### src/rtl/mode_sequencer_pkg.sv
// Shared definitions for the mode sequencer: mode indices, FSM encoding and
// blanking defaults.
package mode_sequencer_pkg;

  localparam int NUM_MODES = 4;

  localparam logic [1:0] MODE_0 = 2'd0;
  localparam logic [1:0] MODE_1 = 2'd1;
  localparam logic [1:0] MODE_2 = 2'd2;
  localparam logic [1:0] MODE_3 = 2'd3;  // credits

  localparam logic [15:0] BLANK_SEG_DEFAULT = 16'hFFFF;

  typedef enum logic {
    BLANK = 1'b0,
    RUN   = 1'b1
  } state_t;

  function automatic logic [NUM_MODES-1:0] mode_onehot(input logic [1:0] mode);
    mode_onehot = '0;
    mode_onehot[mode] = 1'b1;
  endfunction

endpackage

### src/rtl/btn_sync_edge.sv
// Two-flop synchronizer plus rising-edge detector for one debounced button.
// A level already high across reset never produces a request.
module btn_sync_edge (
  input  logic clk,
  input  logic reset,
  input  logic btn,
  output logic req
);

  logic stage1;
  logic stage2;
  logic stage2_d;
  logic [1:0] settle;

  // Until the synchronizer holds a post-reset sample, the edge-detect flop
  // tracks the incoming level so the first real sample is taken as baseline.
  always_ff @(posedge clk) begin
    if (reset) begin
      stage1   <= 1'b0;
      stage2   <= 1'b0;
      stage2_d <= 1'b0;
      settle   <= 2'b00;
    end else begin
      stage1   <= btn;
      stage2   <= stage1;
      settle   <= {settle[0], 1'b1};
      stage2_d <= settle[1] ? stage2 : stage1;
    end
  end

  assign req = stage2 & ~stage2_d;

endmodule

### src/rtl/mode_sequencer.sv
// Selects one of four mode blocks with next/prev buttons, inserting a blanking
// interval between modes so no two blocks are ever enabled together.
module mode_sequencer
  import mode_sequencer_pkg::*;
#(
  parameter int          BLANK_CYCLES = 10_000_000,
  parameter logic [15:0] BLANK_SEG    = BLANK_SEG_DEFAULT
) (
  input  logic                 clk,
  input  logic                 reset,
  input  logic                 btn_next,
  input  logic                 btn_prev,
  input  logic [15:0]          led0,
  input  logic [15:0]          led1,
  input  logic [15:0]          led2,
  input  logic [15:0]          led3,
  input  logic [15:0]          seg0,
  input  logic [15:0]          seg1,
  input  logic [15:0]          seg2,
  input  logic [15:0]          seg3,
  output logic [NUM_MODES-1:0] mode_active,
  output logic [1:0]           cur_mode,
  output logic [15:0]          led,
  output logic [15:0]          seg_data
);

  localparam int CNT_W = (BLANK_CYCLES > 1) ? $clog2(BLANK_CYCLES) : 1;
  localparam logic [CNT_W-1:0] CNT_LAST = CNT_W'(BLANK_CYCLES - 1);

  logic next_req;
  logic prev_req;
  state_t state;
  logic [CNT_W-1:0] blank_cnt;
  logic [15:0] led_sel;
  logic [15:0] seg_sel;

  btn_sync_edge u_next (
    .clk   (clk),
    .reset (reset),
    .btn   (btn_next),
    .req   (next_req)
  );

  btn_sync_edge u_prev (
    .clk   (clk),
    .reset (reset),
    .btn   (btn_prev),
    .req   (prev_req)
  );

  always_comb begin
    led_sel = led0;
    seg_sel = seg0;
    case (cur_mode)
      MODE_0: begin led_sel = led0; seg_sel = seg0; end
      MODE_1: begin led_sel = led1; seg_sel = seg1; end
      MODE_2: begin led_sel = led2; seg_sel = seg2; end
      MODE_3: begin led_sel = led3; seg_sel = seg3; end
      default: begin led_sel = led0; seg_sel = seg0; end
    endcase
  end

  // Requests only matter in RUN; a request seen while blanking is dropped.
  // Opposing requests in one cycle cancel out.
  always_ff @(posedge clk) begin
    if (reset) begin
      state       <= BLANK;
      blank_cnt   <= '0;
      cur_mode    <= MODE_0;
      mode_active <= '0;
      led         <= 16'h0000;
      seg_data    <= BLANK_SEG;
    end else begin
      case (state)
        BLANK: begin
          if (blank_cnt == CNT_LAST) begin
            state       <= RUN;
            mode_active <= mode_onehot(cur_mode);
          end else begin
            blank_cnt <= blank_cnt + CNT_W'(1);
          end
        end
        RUN: begin
          if (next_req != prev_req) begin
            cur_mode    <= next_req ? cur_mode + 2'd1 : cur_mode - 2'd1;
            state       <= BLANK;
            blank_cnt   <= '0;
            mode_active <= '0;
            led         <= 16'h0000;
            seg_data    <= BLANK_SEG;
          end else begin
            led      <= led_sel;
            seg_data <= seg_sel;
          end
        end
        default: begin
          state <= BLANK;
        end
      endcase
    end
  end

endmodule

### config.mk
export PLATFORM = sky130hd
export DESIGN_NAME = mode_sequencer
export DESIGN_NICKNAME = d
export VERILOG_FILES = /design/src/rtl/mode_sequencer_pkg.sv /design/src/rtl/btn_sync_edge.sv /design/src/rtl/mode_sequencer.sv
export SDC_FILE = /design/constraint.sdc
export NUM_CORES = 1
export LEC_CHECK = 0
export BUFFER_PORTS_ARGS = -buffer_cell sky130_fd_sc_hd__clkbuf_2
export CORE_ASPECT_RATIO = 0.7
export CORE_UTILIZATION = 47
export DETAILED_ROUTE_END_ITERATION = 8
export PLACE_DENSITY_LB_ADDON = 0.12
export SYNTH_ARGS = -nofsm -noshare
export SYNTH_HDL_FRONTEND = slang
export SYNTH_SLANG_ARGS = --single-unit
export TNS_END_PERCENT = 20
### constraint.sdc
create_clock -name clk -period 3.4 [get_ports clk]
set_clock_uncertainty 0.15 [all_clocks]
set_input_delay 0.34 -clock clk [delete_from_list [all_inputs] [get_ports clk]]
set_output_delay 0.34 -clock clk [all_outputs]
set_load 0.01 [all_outputs]
==> results of run 1 <==
[layout make-up]
type	count	area share
inverter	9	0.00723
sequential	71	0.304
clock inverter	6	0.0287
multi-input combinational	309	0.416
timing repair buffer	175	0.191
clock buffer	9	0.0265
tap	98	0.0263
[synthesized netlist by cell type, drive strengths merged (4+ instances only)]
| cell type | count |
|---|---|
| a21oi | 30 |
| a222oi | 32 |
| a22o | 16 |
| a22oi | 4 |
| buf | 11 |
| clkbuf | 24 |
| dfxtp | 71 |
| ha | 6 |
| inv | 9 |
| nand2 | 54 |
| nand3 | 14 |
| nand4 | 6 |
| nor2 | 39 |
| nor2b | 6 |
| nor3 | 6 |
| o21ai | 37 |
| or4 | 4 |
| xnor2 | 13 |
| xor2 | 4 |
[routing by layer]
| metal | vias to the layer above | GRT usage | part of all wire |
|---|---|---|---|
| met5 | - | 0 | 0 |
| met4 | 0 | 0.0401 | 0.0033 |
| met3 | 6 | 0.0745 | 0.084 |
| met2 | 184 | 0.409 | 0.47 |
| met1 | 1765 | 0.325 | 0.45 |
| li1 | 1894 | - | - |
[worst max-delay path, cell delays in order, from the launching register on]
cell and delay (ns):
dfxtp_1 0.42, ha_1 0.28, nand2_1 0.10, or4_4 0.58, or2_0 0.38, a32oi_1 0.25
nor2_1 0.05
[metrics by stage]
stage                util  cells
floorplan               -    424
global placement    0.606    662
detailed placement  0.606    662
CTS                 0.641    677
global route        0.641    677
finish              0.641    677
[power by group]
group	leakage [nW]	total (mW)	switching [mW]	internal, mW
sequential	0.575	0.845	0.00650	0.839
combinational	1.27	0.125	0.0563	0.0691
clock	0.129	0.867	0.309	0.557
total	1.97	1.84	0.372	1.47
[state kept, by name, indices dropped and copies added, names as in the netlist]
name             count
blank_cnt           24
cur_mode             2
led                 16
mode_active          4
seg_data            16
state                1
u_next.settle        2
u_next.stage1        1
u_next.stage2        1
u_next.stage2_d      1
u_prev.stage1        1
u_prev.stage2        1
u_prev.stage2_d      1
[path summary, 6_finish.rpt]
path	from	end	slack, ns	depth (start not counted)
worst max-delay path	blank_cnt[0]$_SDFFE_PP0P_	blank_cnt[1]$_SDFFE_PP0P_	1.06	6
worst min-delay path	btn_next	u_next.stage1$_SDFF_PP0_	0.05	2
worst max register to register	blank_cnt[0]$_SDFFE_PP0P_	blank_cnt[1]$_SDFFE_PP0P_	1.06	6
worst min register to register	u_next.settle[0]$_DFF_P_	u_next.settle[1]$_SDFF_PP0_	0.31	1
[cell families after synthesis]
family / Yosys count
flops: 71
compound gates: 139
fa+ha+maj: 6
xor+xnor: 17
simple gates: 145
mux: 2
buf+inv: 44
==> results.md, run 1 <==
- Outcome: completed
- Post-synthesis xor/xnor area fraction: 0.0420
- Final hold slack: approximately 0.054 ns
- Pleak: 1.97 nW
- Dpl cell area: ~0.0044 mm²
- Initial Util: 0.486
- First-pass DRT Iterations: 8
- Area delta synth->final: 31.8%
- Synthesized area per cell: 8.36 µm²
- Die Span Y: 74.6 µm
- Simple-gate share of the synthesized area: 0.192
- Aggregate global routing overflow: 0
- Final ANT Viol Nets: 0
- Share of layout cells above drive strength 1: 0.340
- Synth Area in Compound Gates: 0.286
- EDFF count, synth: 0
- Dpl hpwl: 7480 µm
- Max-cap violation count: 0
- Num ports: 170
- Post-synth top area cell: dfxtp_1
- Final setup viols: 0
- Mapped cell area: 0.00354 mm²
- Period utilization: 0.687
- Row count: 26
- Pin count of the biggest net entering global routing: 34
- Wirelength per Cell: ~15 µm
- Post-route DRC: 0
- Hold/Removal Path Class: in2reg
- Vias in the first global route: 3200
- CTS tree: yes
- Syn Nets: 562
- Clock Root Buffer: clkbuf_8
- Core Area: roughly 0.0073 mm²
- Initial antenna violation count: 0
- Hold buffers post-CTS: 0
- Die ar.: between 0.007 and 0.008 mm²
- Asr flop ratio synth: 0
- Footprint of the multi-input gates: a little under 0.002 mm²
- WS Path Type: reg2reg
- Worst Path Arrival: between 2 and 2.5 ns
- PD cells: 393 mW/mm²
- Clk buf depth: 2
- Reg area: roughly 0.0014 mm²
- DR iter-0 viols: 393
- Final Cell Area: 0.00467 mm²
- Worst vdd ir: approximately 0.32 mV
- Ys Warns: 0
- Final hold violations: 0
- First-pass GRT wire length: ~15000 µm
- Gates resized, CTS repair: 0
- Pins over their slew limit: 0
- Most frequent cells in the layout: clkbuf_2 (169), dfxtp_1 (71), nand2_1 (54)
- Fin crit period: around 2.3 ns
- Clock transition at the registers of the reported paths: ~0.07 ns
- Worst setup margin: between 1 and 1.5 ns
- Ant. Diodes: 0
- RSZ-0062 raised after global routing: false
- CP Max Fanout: 7
- Max Clock Freq: between 400 and 500 MHz
- Later-pin clock latency in the skew report: around 0.34 ns
- Setup bufs post-CTS: 0
- Design Power: around 1.8 mW
- Vias per cell: about 5.7
- Total negative slack: 0 ns
- Post-Synth Adder-Cell Area: 0.0212
- H-tree level count: 3
- # fillers: 670
- Final net count: between 700 and 800
- Die Span X: roughly 110 µm
- Count of buffers from port buffering: ~170
- Setup WS pre-CTS: 1.13 ns
- Vias: 3849
- Cell count after synthesis: 424
- Slew Limit Headroom: 0.501
- Synth top area cells: dfxtp_1 (40%), a222oi_1 (9.0%), nand2_1 (5.7%)
- CTS buffer count: 9
- Tightest Pin Transition: 0.748 ns
- Setup crit start kind: flop
- GRT Total Usage: 0.246
- CTS sink cnt: about 70
- Synthesized flop and latch total: 71
- Worst Setup End Kind: flop
- Commonest non-fill, non-tap cell in the layout: clkbuf_2
- Synth unique cells: 47
- Main flop type after synthesis: dfxtp_1
- CP required: about 3.5 ns
- Final wirelength: around 10000 µm
- Synth top area share: 0.401
- Largest family of logic cells by synthesized area: compound AO/OA/AOI/OAI gates
- Routability cong.: approximately 0.84
- Mux cell area share after synthesis: 0.00565
- Seq/Total Area, Yosys: 0.401
(Power assumes the default switching activity.)
==> run 2, diff against run 1 <==
--- a/config.mk
+++ b/config.mk
@@ -5,6 +5,7 @@
 export SDC_FILE = /design/constraint.sdc
 export NUM_CORES = 1
 export LEC_CHECK = 0
+export ABC_AREA = 1
 export BUFFER_PORTS_ARGS = -buffer_cell sky130_fd_sc_hd__clkbuf_2
 export CORE_ASPECT_RATIO = 0.7
 export CORE_UTILIZATION = 47
==> constraint.sdc (replaced) <==
create_clock -name clk -period 2.4 [get_ports clk]
set_clock_uncertainty 0.15 [all_clocks]
set_input_delay 0.24 -clock clk [delete_from_list [all_inputs] [get_ports clk]]
set_output_delay 0.24 -clock clk [all_outputs]
set_load 0.01 [all_outputs]
==> run 2 against run 1 <==
  * Sequential share of layout area down 4.1 points
  * Core utilization down 0.91 points
  * Design area up 16%
  * Synthesized area up 19%
  * Sequential cell count unchanged
  * Clock power up 38%
  * Total power up 41%
  * First-iteration DRC count down 18%
  * Routed wire length up 32%
  * Combinational power up 50%
  * Register-to-register slack worse by 0.76 ns
  * Non-clock buffer count up 6
  * Critical path type unchanged
  * Critical endpoint is now blank_cnt[17]$_SDFFE_PP0P_
  * Highest routed layer unchanged
==> results.md, run 2 <==
- Count of buffers from port buffering: 169 (unchanged)
- Synth top area share: 0.338 (was 0.401)
- Pin count of the biggest net entering global routing: 49 (was 34)
- Worst vdd ir: 0.468 mV (was 0.320 mV)
- Main flop type after synthesis: dfxtp_1 (unchanged)
- Largest register FFs: 24 (unchanged)
- CTS sink cnt: 71 (unchanged)
- Dpl cell area: 0.00512 mm² (was 0.00441 mm²)
- Clock transition at the registers of the reported paths: 0.05 ns (was 0.07 ns)
- Pins over their slew limit: 0 (unchanged)
- Biggest register: blank_cnt (unchanged)
- Worst Setup End Kind: flop (unchanged)
- Final wirelength: 13400 µm (was 10100 µm)
- Die ar.: 0.00933 mm² (was 0.00790 mm²)
- Max-cap violation count: 0 (unchanged)
- Commonest non-fill, non-tap cell in the layout: nand2_1 (was clkbuf_2)
- Asr flop ratio synth: 0 (unchanged)
- DR iter-0 viols: 321 (was 393)
- Fin crit period: 2.10 ns (was 2.34 ns)
- CP Max Fanout: 18 (was 7)
- Aggregate global routing overflow: 0 (unchanged)
- Worst Path Arrival: 2.21 ns (was 2.40 ns)
- Later-pin clock latency in the skew report: 0.34 ns (about the same)
- Row count: 28 (was 26)
- Pleak: 2.58 nW (was 1.97 nW)
- Core Area: 0.00855 mm² (was 0.00729 mm²)
- Hold wc startpoint: led0[13] (was btn_next)
- Final hold slack: 0.0484 ns (was 0.0537 ns)
- Vias: 4944 (was 3849)
- Most frequent cells in the layout: nand2_1 (253), clkbuf_2 (169), nor2_1 (74) (was clkbuf_2 (169), dfxtp_1 (71), nand2_1 (54))
- PD cells: 479 mW/mm² (was 393 mW/mm²)
- H-tree level count: 3 (unchanged)
- Synthesized area per cell: 6.27 µm² (was 8.36 µm²)
- Synth top area cells: dfxtp_1 (34%), nand2_1 (23%), nand3_1 (7.0%) (was dfxtp_1 (40%), a222oi_1 (9.0%), nand2_1 (5.7%))
- Vias per cell: 5.19 (was 5.69)
- Final hold violations: 0 (unchanged)
- GRT Total Usage: 0.297 (was 0.246)
- Clk buf depth: 2 (unchanged)
- Buf/Inv on CP: 2 (was 0)
- First-pass GRT wire length: 21200 µm (was 15400 µm)
- Final Cell Area: 0.00540 mm² (was 0.00467 mm²)
- CTS tree: yes (unchanged)
- Initial Util: 0.492 (was 0.486)
- Mapped cell area: 0.00420 mm² (was 0.00354 mm²)
- CP most frequent cell: nand2_1
- Slew Limit Headroom: 0.542 (was 0.501)
- WS Path Type: reg2reg (unchanged)
- Num ports: 170 (unchanged)
- Ys Warns: 0 (unchanged)
- Final ANT Viol Nets: 0 (unchanged)
- Synth unique cells: 31 (was 47)
- Setup WS pre-CTS: 0.192 ns (was 1.13 ns)
- Die Span X: 115 µm (was 106 µm)
- Count leader, synth: nand2_1 (was dfxtp_1)
- Ant. Diodes: 0 (unchanged)
- Cell count after synthesis: 670 (was 424)
- Max Clock Freq: 477 MHz (was 428 MHz)
- Die Span Y: 81.1 µm (was 74.6 µm)
- Crit path largest cell delay: 0.43 ns (was 0.58 ns)
- Hold EP: led[13]$_SDFFE_PP0P_ (was u_next.stage1$_SDFF_PP0_)
- Tightest Pin Transition: 0.687 ns (was 0.748 ns)
- CP required: 2.52 ns (was 3.47 ns)
- Hold/Removal Path Class: in2reg (unchanged)
- RR Startpoint: blank_cnt[0]$_SDFFE_PP0P_ (unchanged)
- Routability cong.: 0.922 (was 0.836)
- Vias in the first global route: 4587 (was 3200)
- Post-synth top area cell: dfxtp_1 (unchanged)
- RR Endpoint: blank_cnt[17]$_SDFFE_PP0P_ (was blank_cnt[1]$_SDFFE_PP0P_)
- Top cells by count, synth: nand2_1 (253), nor2_1 (74), dfxtp_1 (71), nand3_1 (59), inv_1 (54) (was dfxtp_1 (71), nand2_1 (54), nor2_1 (38), o21ai_0 (37), a222oi_1 (32))
- EDFF count, synth: 0 (unchanged)
- Reg2reg setup slack: 0.30 ns (was 1.06 ns)
- Wirelength per Cell: 14.0 µm (was 15.0 µm)
- Worst hold stages: 3 (was 2)
- Final setup viols: 0 (unchanged)
- Total negative slack: 0 ns (unchanged)
- Setup crit start kind: flop (unchanged)
- Largest regs: blank_cnt (24), led (16), seg_data (16) (unchanged)
- Share of layout cells above drive strength 1: 0.253 (was 0.340)
- Dpl hpwl: 9980 µm (was 7480 µm)
- Syn Nets: 808 (was 562)
- Slowest CP cell: dfxtp_1 (was or4_4)
- Setup bufs post-CTS: 0 (unchanged)
- First-pass DRT Iterations: 4 (was 8)
- CP top delay family: simple AND/OR/NAND/NOR gates (unchanged)
- Outcome: completed (unchanged)
- Post-route DRC: 0 (unchanged)
- Worst setup margin: 0.302 ns (was 1.06 ns)
- CTS buffer count: 9 (unchanged)
- Worst reg-to-reg path cell count: 11 (was 6)
- Synthesized flop and latch total: 71 (unchanged)
- Seq/Total Area, Yosys: 0.338 (was 0.401)
- Period utilization: 0.874 (was 0.687)
- Area delta synth->final: 28.6% (was 31.8%)
- Sequence of cells on the critical path: ha_1, nand2_1, inv_1, nand2_4, nor2_4, nand2_4, nand2_8, inv_2, nand2_1, nand2_1, nor2_1 (was ha_1, nand2_1, or4_4, or2_0, a32oi_1, nor2_1)
- Initial antenna violation count: 0 (unchanged)
- # fillers: 830 (was 670)
- WP depth: 11 (was 6)
- Clock Root Buffer: clkbuf_16 (was clkbuf_8)
- RSZ-0062 raised after global routing: false (unchanged)
- Final net count: 967 (was 713)
-- run 2: cell count changes after synthesis, sizes merged, moves of 9 or more --
cell,previous run,this run
nor2,39,76
inv,9,55
o22ai,1,16
nand3,14,59
a21oi,30,21
xnor2,13,0
o21ai,37,25
o22a,0,16
a222oi,32,0
nand2,54,261
-- run 2: tightest hold or removal path: stages --
cell and delay (ns):
clkbuf_2 0.08, o22ai_1 0.06, o21ai_0 0.12
-- run 2: cell families after synthesis --
| kind of cell | after synthesis | share of synthesized area |
|---|---|---|
| AOI/OAI and AO/OA | 97 | 0.156 |
| adders and majority gates | 6 | 0.0179 |
| buffers and inverters | 89 | 0.0864 |
| DFF | 71 | 0.338 |
| and+or+nand+nor | 407 | 0.401 |
-- run 2: worst max-delay path by stage --
stage | startpoint | end
after floorplan | cur_mode[0]$_SDFFE_PP0P_ | seg_data[10]$_SDFFE_PP1P_
after global placement | cur_mode[1]$_SDFFE_PP0P_ | seg_data[2]$_SDFFE_PP1P_
after detailed placement | cur_mode[1]$_SDFFE_PP0P_ | seg_data[4]$_SDFFE_PP1P_
after CTS | cur_mode[1]$_SDFFE_PP0P_ | seg_data[1]$_SDFFE_PP1P_
after global routing | blank_cnt[0]$_SDFFE_PP0P_ | blank_cnt[18]$_SDFFE_PP0P_
final | blank_cnt[0]$_SDFFE_PP0P_ | blank_cnt[17]$_SDFFE_PP0P_
-- run 2: cell type report --
class                      instances  area [µm²]  share of cell area
clock buffer                      14         254              0.0470
sequential                        71        1420               0.263
tap                              120         150              0.0278
timing repair buffer             181         941               0.174
clock inverter                     1        5.00            0.000927
inverter                          56         210              0.0389
multi-input combinational        510        2420               0.448
-- run 2: power breakdown --
part | switching, mW | total [mW] | leakage [nW] | internal, mW
sequential | 0.00927 | 1.20 | 0.575 | 1.19
clock | 0.478 | 1.20 | 0.127 | 0.721
combinational | 0.0838 | 0.188 | 1.88 | 0.104
-- run 2: per-stage QoR --
stage               cells  power (mW)   util
finish                953        2.59  0.632
global route          953        2.68  0.632
CTS                   953        2.61  0.632
detailed placement    936        1.41  0.599
global placement      936        1.41  0.599
floorplan             670        1.28      -
-- run 2: per-layer routing --
metal  global-route usage  part of all wire  wire length (µm)  up-vias
met5                    0                 0                 0        -
met2                0.515              0.45              6060      225
met4               0.0909             0.020               262        0
li1                     -                 -                 -     2474
met1                0.357              0.43              5780     2222
met3               0.0888             0.095              1280       23
-- run 2: timing repair --
item / in CTS / in global routing
resized for setup: 0 / 1
setup endpoints to repair: 0 / 9
hold endpoints to repair: 2 / 0
hold buffers: 2 / 0
==> run 3, diff against run 2 <==
--- a/config.mk
+++ b/config.mk
@@ -8,7 +8,7 @@
 export ABC_AREA = 1
 export BUFFER_PORTS_ARGS = -buffer_cell sky130_fd_sc_hd__clkbuf_2
 export CORE_ASPECT_RATIO = 0.7
-export CORE_UTILIZATION = 47
+export CORE_UTILIZATION = 49
 export DETAILED_ROUTE_END_ITERATION = 8
 export PLACE_DENSITY_LB_ADDON = 0.12
 export SYNTH_ARGS = -nofsm -noshare
==> run 3 against run 2 <==
  * Non-clock buffer count increased by 1
  * First-iteration DRC count increased by 7.2%
  * Total power increased by 5.7%
  * Critical path depth unchanged
  * Clock power increased by 13%
  * Design area increased by 0.72%
  * Combinational power about the same
  * Critical path type unchanged
  * Largest cell class unchanged
  * Highest routed layer unchanged
==> results.md, run 3 (synthesis results as in run 2) <==
- Outcome: completed (unchanged)
- Num ports: 170 (unchanged)
- Pins over their slew limit: 0 (unchanged)
- Setup WS pre-CTS: 0.164 ns (was 0.192 ns)
- Final wirelength: 13200 µm (was 13400 µm)
- Biggest register: blank_cnt (unchanged)
- Tightest Pin Transition: 0.674 ns (was 0.687 ns)
- Vias in the first global route: 4760 (was 4587)
- Final setup viols: 0 (unchanged)
- CP required: 2.53 ns (was 2.52 ns)
- Initial antenna violation count: 0 (unchanged)
- Dpl hpwl: 9730 µm (was 9980 µm)
- Final hold slack: 0.0418 ns (was 0.0484 ns)
- H-tree level count: 3 (unchanged)
- Fin crit period: 2.06 ns (was 2.10 ns)
- Post-route DRC: 0 (unchanged)
- CP most frequent cell: nand2_1 (unchanged)
- Later-pin clock latency in the skew report: 0.34 ns (about the same)
- Setup crit start kind: flop (unchanged)
- Design Power: 2.73 mW (was 2.59 mW)
- Pleak: 2.60 nW (was 2.58 nW)
- Largest register FFs: 24 (unchanged)
- CTS tree: yes (unchanged)
- Clk buf depth: 2 (unchanged)
- Routability cong.: 0.930 (was 0.922)
- Max-cap violation count: 0 (unchanged)
- Area delta synth->final: 29.5% (was 28.6%)
- Period utilization: 0.859 (was 0.874)
- WS Path Type: reg2reg (unchanged)
- CP Max Fanout: 18 (unchanged)
- Setup bufs post-CTS: 0 (unchanged)
- Total negative slack: 0 ns (unchanged)
- Clock transition at the registers of the reported paths: 0.06 ns (was 0.05 ns)
- Row count: 27 (was 28)
- Ant. Diodes: 0 (unchanged)
- Aggregate global routing overflow: 0 (unchanged)
- Pin count of the biggest net entering global routing: 49 (unchanged)
- CTS sink cnt: 71 (unchanged)
- GRT Total Usage: 0.312 (was 0.297)
- CTS buffer count: 9 (unchanged)
- Logic pwr share: 0.069 (was 0.073)
- Worst setup margin: 0.338 ns (was 0.302 ns)
- # fillers: 763 (was 830)
- Most frequent cells in the layout: nand2_1 (253), clkbuf_2 (169), nor2_1 (74) (unchanged)
- Switching power: 0.634 mW (was 0.571 mW)
- Final ANT Viol Nets: 0 (unchanged)
- Hold/Removal Path Class: in2reg (unchanged)
- Reg area: 0.00142 mm² (unchanged)
- Seq pwr share: 0.439 (was 0.464)
- Wirelength per Cell: 14.1 µm (was 14.0 µm)
- Initial Util: 0.520 (was 0.492)
- Internal power component: 2.10 mW (was 2.02 mW)
- Count of buffers from port buffering: 169 (unchanged)
- Vias per cell: 5.32 (was 5.19)
- Clock power share: 0.493 (was 0.463)
- DR iter-0 viols: 344 (was 321)
- Switching Share: 0.232 (was 0.221)
- Sequence of cells on the critical path: ha_1, nand2_1, inv_1, nand2_4, nor2_4, nand2_4, nand2_8, inv_2, nand2_1, nand2_1, nor2_1 (unchanged)
- First-pass DRT Iterations: 5 (was 4)
- Worst vdd ir: 0.492 mV (was 0.468 mV)
- Max Clock Freq: 485 MHz (was 477 MHz)
- Worst Setup End Kind: flop (unchanged)
- Final net count: 968 (was 967)
- Slew Limit Headroom: 0.551 (was 0.542)
- Footprint of the multi-input gates: 0.00242 mm² (about the same)
- Die Span Y: 79.5 µm (was 81.1 µm)
- Vias: 4978 (was 4944)
- Largest regs: blank_cnt (24), led (16), seg_data (16) (unchanged)
- Die ar.: 0.00895 mm² (was 0.00933 mm²)
- Die Span X: 113 µm (was 115 µm)
- Clock Root Buffer: clkbuf_16 (unchanged)
- Reg2reg setup slack: 0.34 ns (was 0.30 ns)
- First-pass GRT wire length: 22000 µm (was 21200 µm)
- PD cells: 503 mW/mm² (was 479 mW/mm²)
- Slowest CP cell: dfxtp_1 (unchanged)
- Worst Path Arrival: 2.19 ns (was 2.21 ns)
- Crit path largest cell delay: 0.43 ns (about the same)
- Share of layout cells above drive strength 1: 0.261 (was 0.253)
- Core Area: 0.00807 mm² (was 0.00855 mm²)
- RSZ-0062 raised after global routing: false (unchanged)
- Commonest non-fill, non-tap cell in the layout: nand2_1 (unchanged)
- Final hold violations: 0 (unchanged)
-- run 3: changes by cell type in the layout (fill, tap and decap cells not counted), sizes merged --
cell / change
buf: +1
bufinv: +1
clkbuf: -5
clkinv: +4
clkinvlp: +1
-- run 3: metrics by stage --
| step | cell area (µm²) | util | std cells |
|---|---|---|---|
| finish | 5440 | 0.674 | 936 |
| global route | 5440 | 0.674 | 936 |
| CTS | 5440 | 0.673 | 936 |
| detailed placement | 5120 | 0.634 | 918 |
| global placement | 5120 | 0.634 | 918 |
| floorplan | 4200 | - | 670 |
-- run 3: worst paths after layout --
kind / start / depth (start not counted) / to
hold reg to reg: u_next.settle[0]$_DFF_P_ / 2 / u_next.settle[1]$_SDFF_PP0_
hold / removal: led0[2] / 3 / led[2]$_SDFFE_PP0P_
setup / recovery: blank_cnt[0]$_SDFFE_PP0P_ / 11 / blank_cnt[19]$_SDFFE_PP0P_
setup reg to reg: blank_cnt[0]$_SDFFE_PP0P_ / 11 / blank_cnt[19]$_SDFFE_PP0P_
-- run 3: worst max-delay path: cells and delay by family, from the launching register on --
kind | cells | cell delay (ns)
adders and majority gates | 1 | 0.30
and+or+nand+nor | 8 | 0.86
buffers and inverters | 2 | 0.26
DFF | 1 | 0.43
-- run 3: cell type report --
type                            instances  area share
Inverter                               56      0.0386
Sequential cell                        71       0.261
Clock buffer                            9      0.0414
Timing Repair Buffer                  182       0.177
Clock inverter                          7      0.0136
Multi-Input combinational cell        510       0.445
Tap cell                              101      0.0232
-- run 3: repair_timing --
| item | CTS | global route |
|---|---|---|
| endpoints found under the setup margin | 0 | 17 |
| endpoints found under the hold margin | 2 | 0 |
| gates resized for setup | 0 | 2 |
| hold buffers | 2 | 0 |
-- run 3: power by group through the flow --
stage	clock [mW]	combinational, mW	sequential, mW
floorplan	0	0.0602	1.22
global placement	0	0.180	1.22
detailed placement	0	0.183	1.22
CTS	1.37	0.187	1.20
global route	1.43	0.209	1.20
finish	1.35	0.187	1.20
-- run 3: routing by layer --
metal  up-vias  part of all wire  global-route usage  routed length (µm)
met5         -                 0                   0                   0
met4         0             0.029               0.139                 384
met3        33             0.094              0.0828                1240
met2       234              0.45               0.515                5960
met1      2236              0.42               0.385                5590
li1       2475                 -                   -                   -
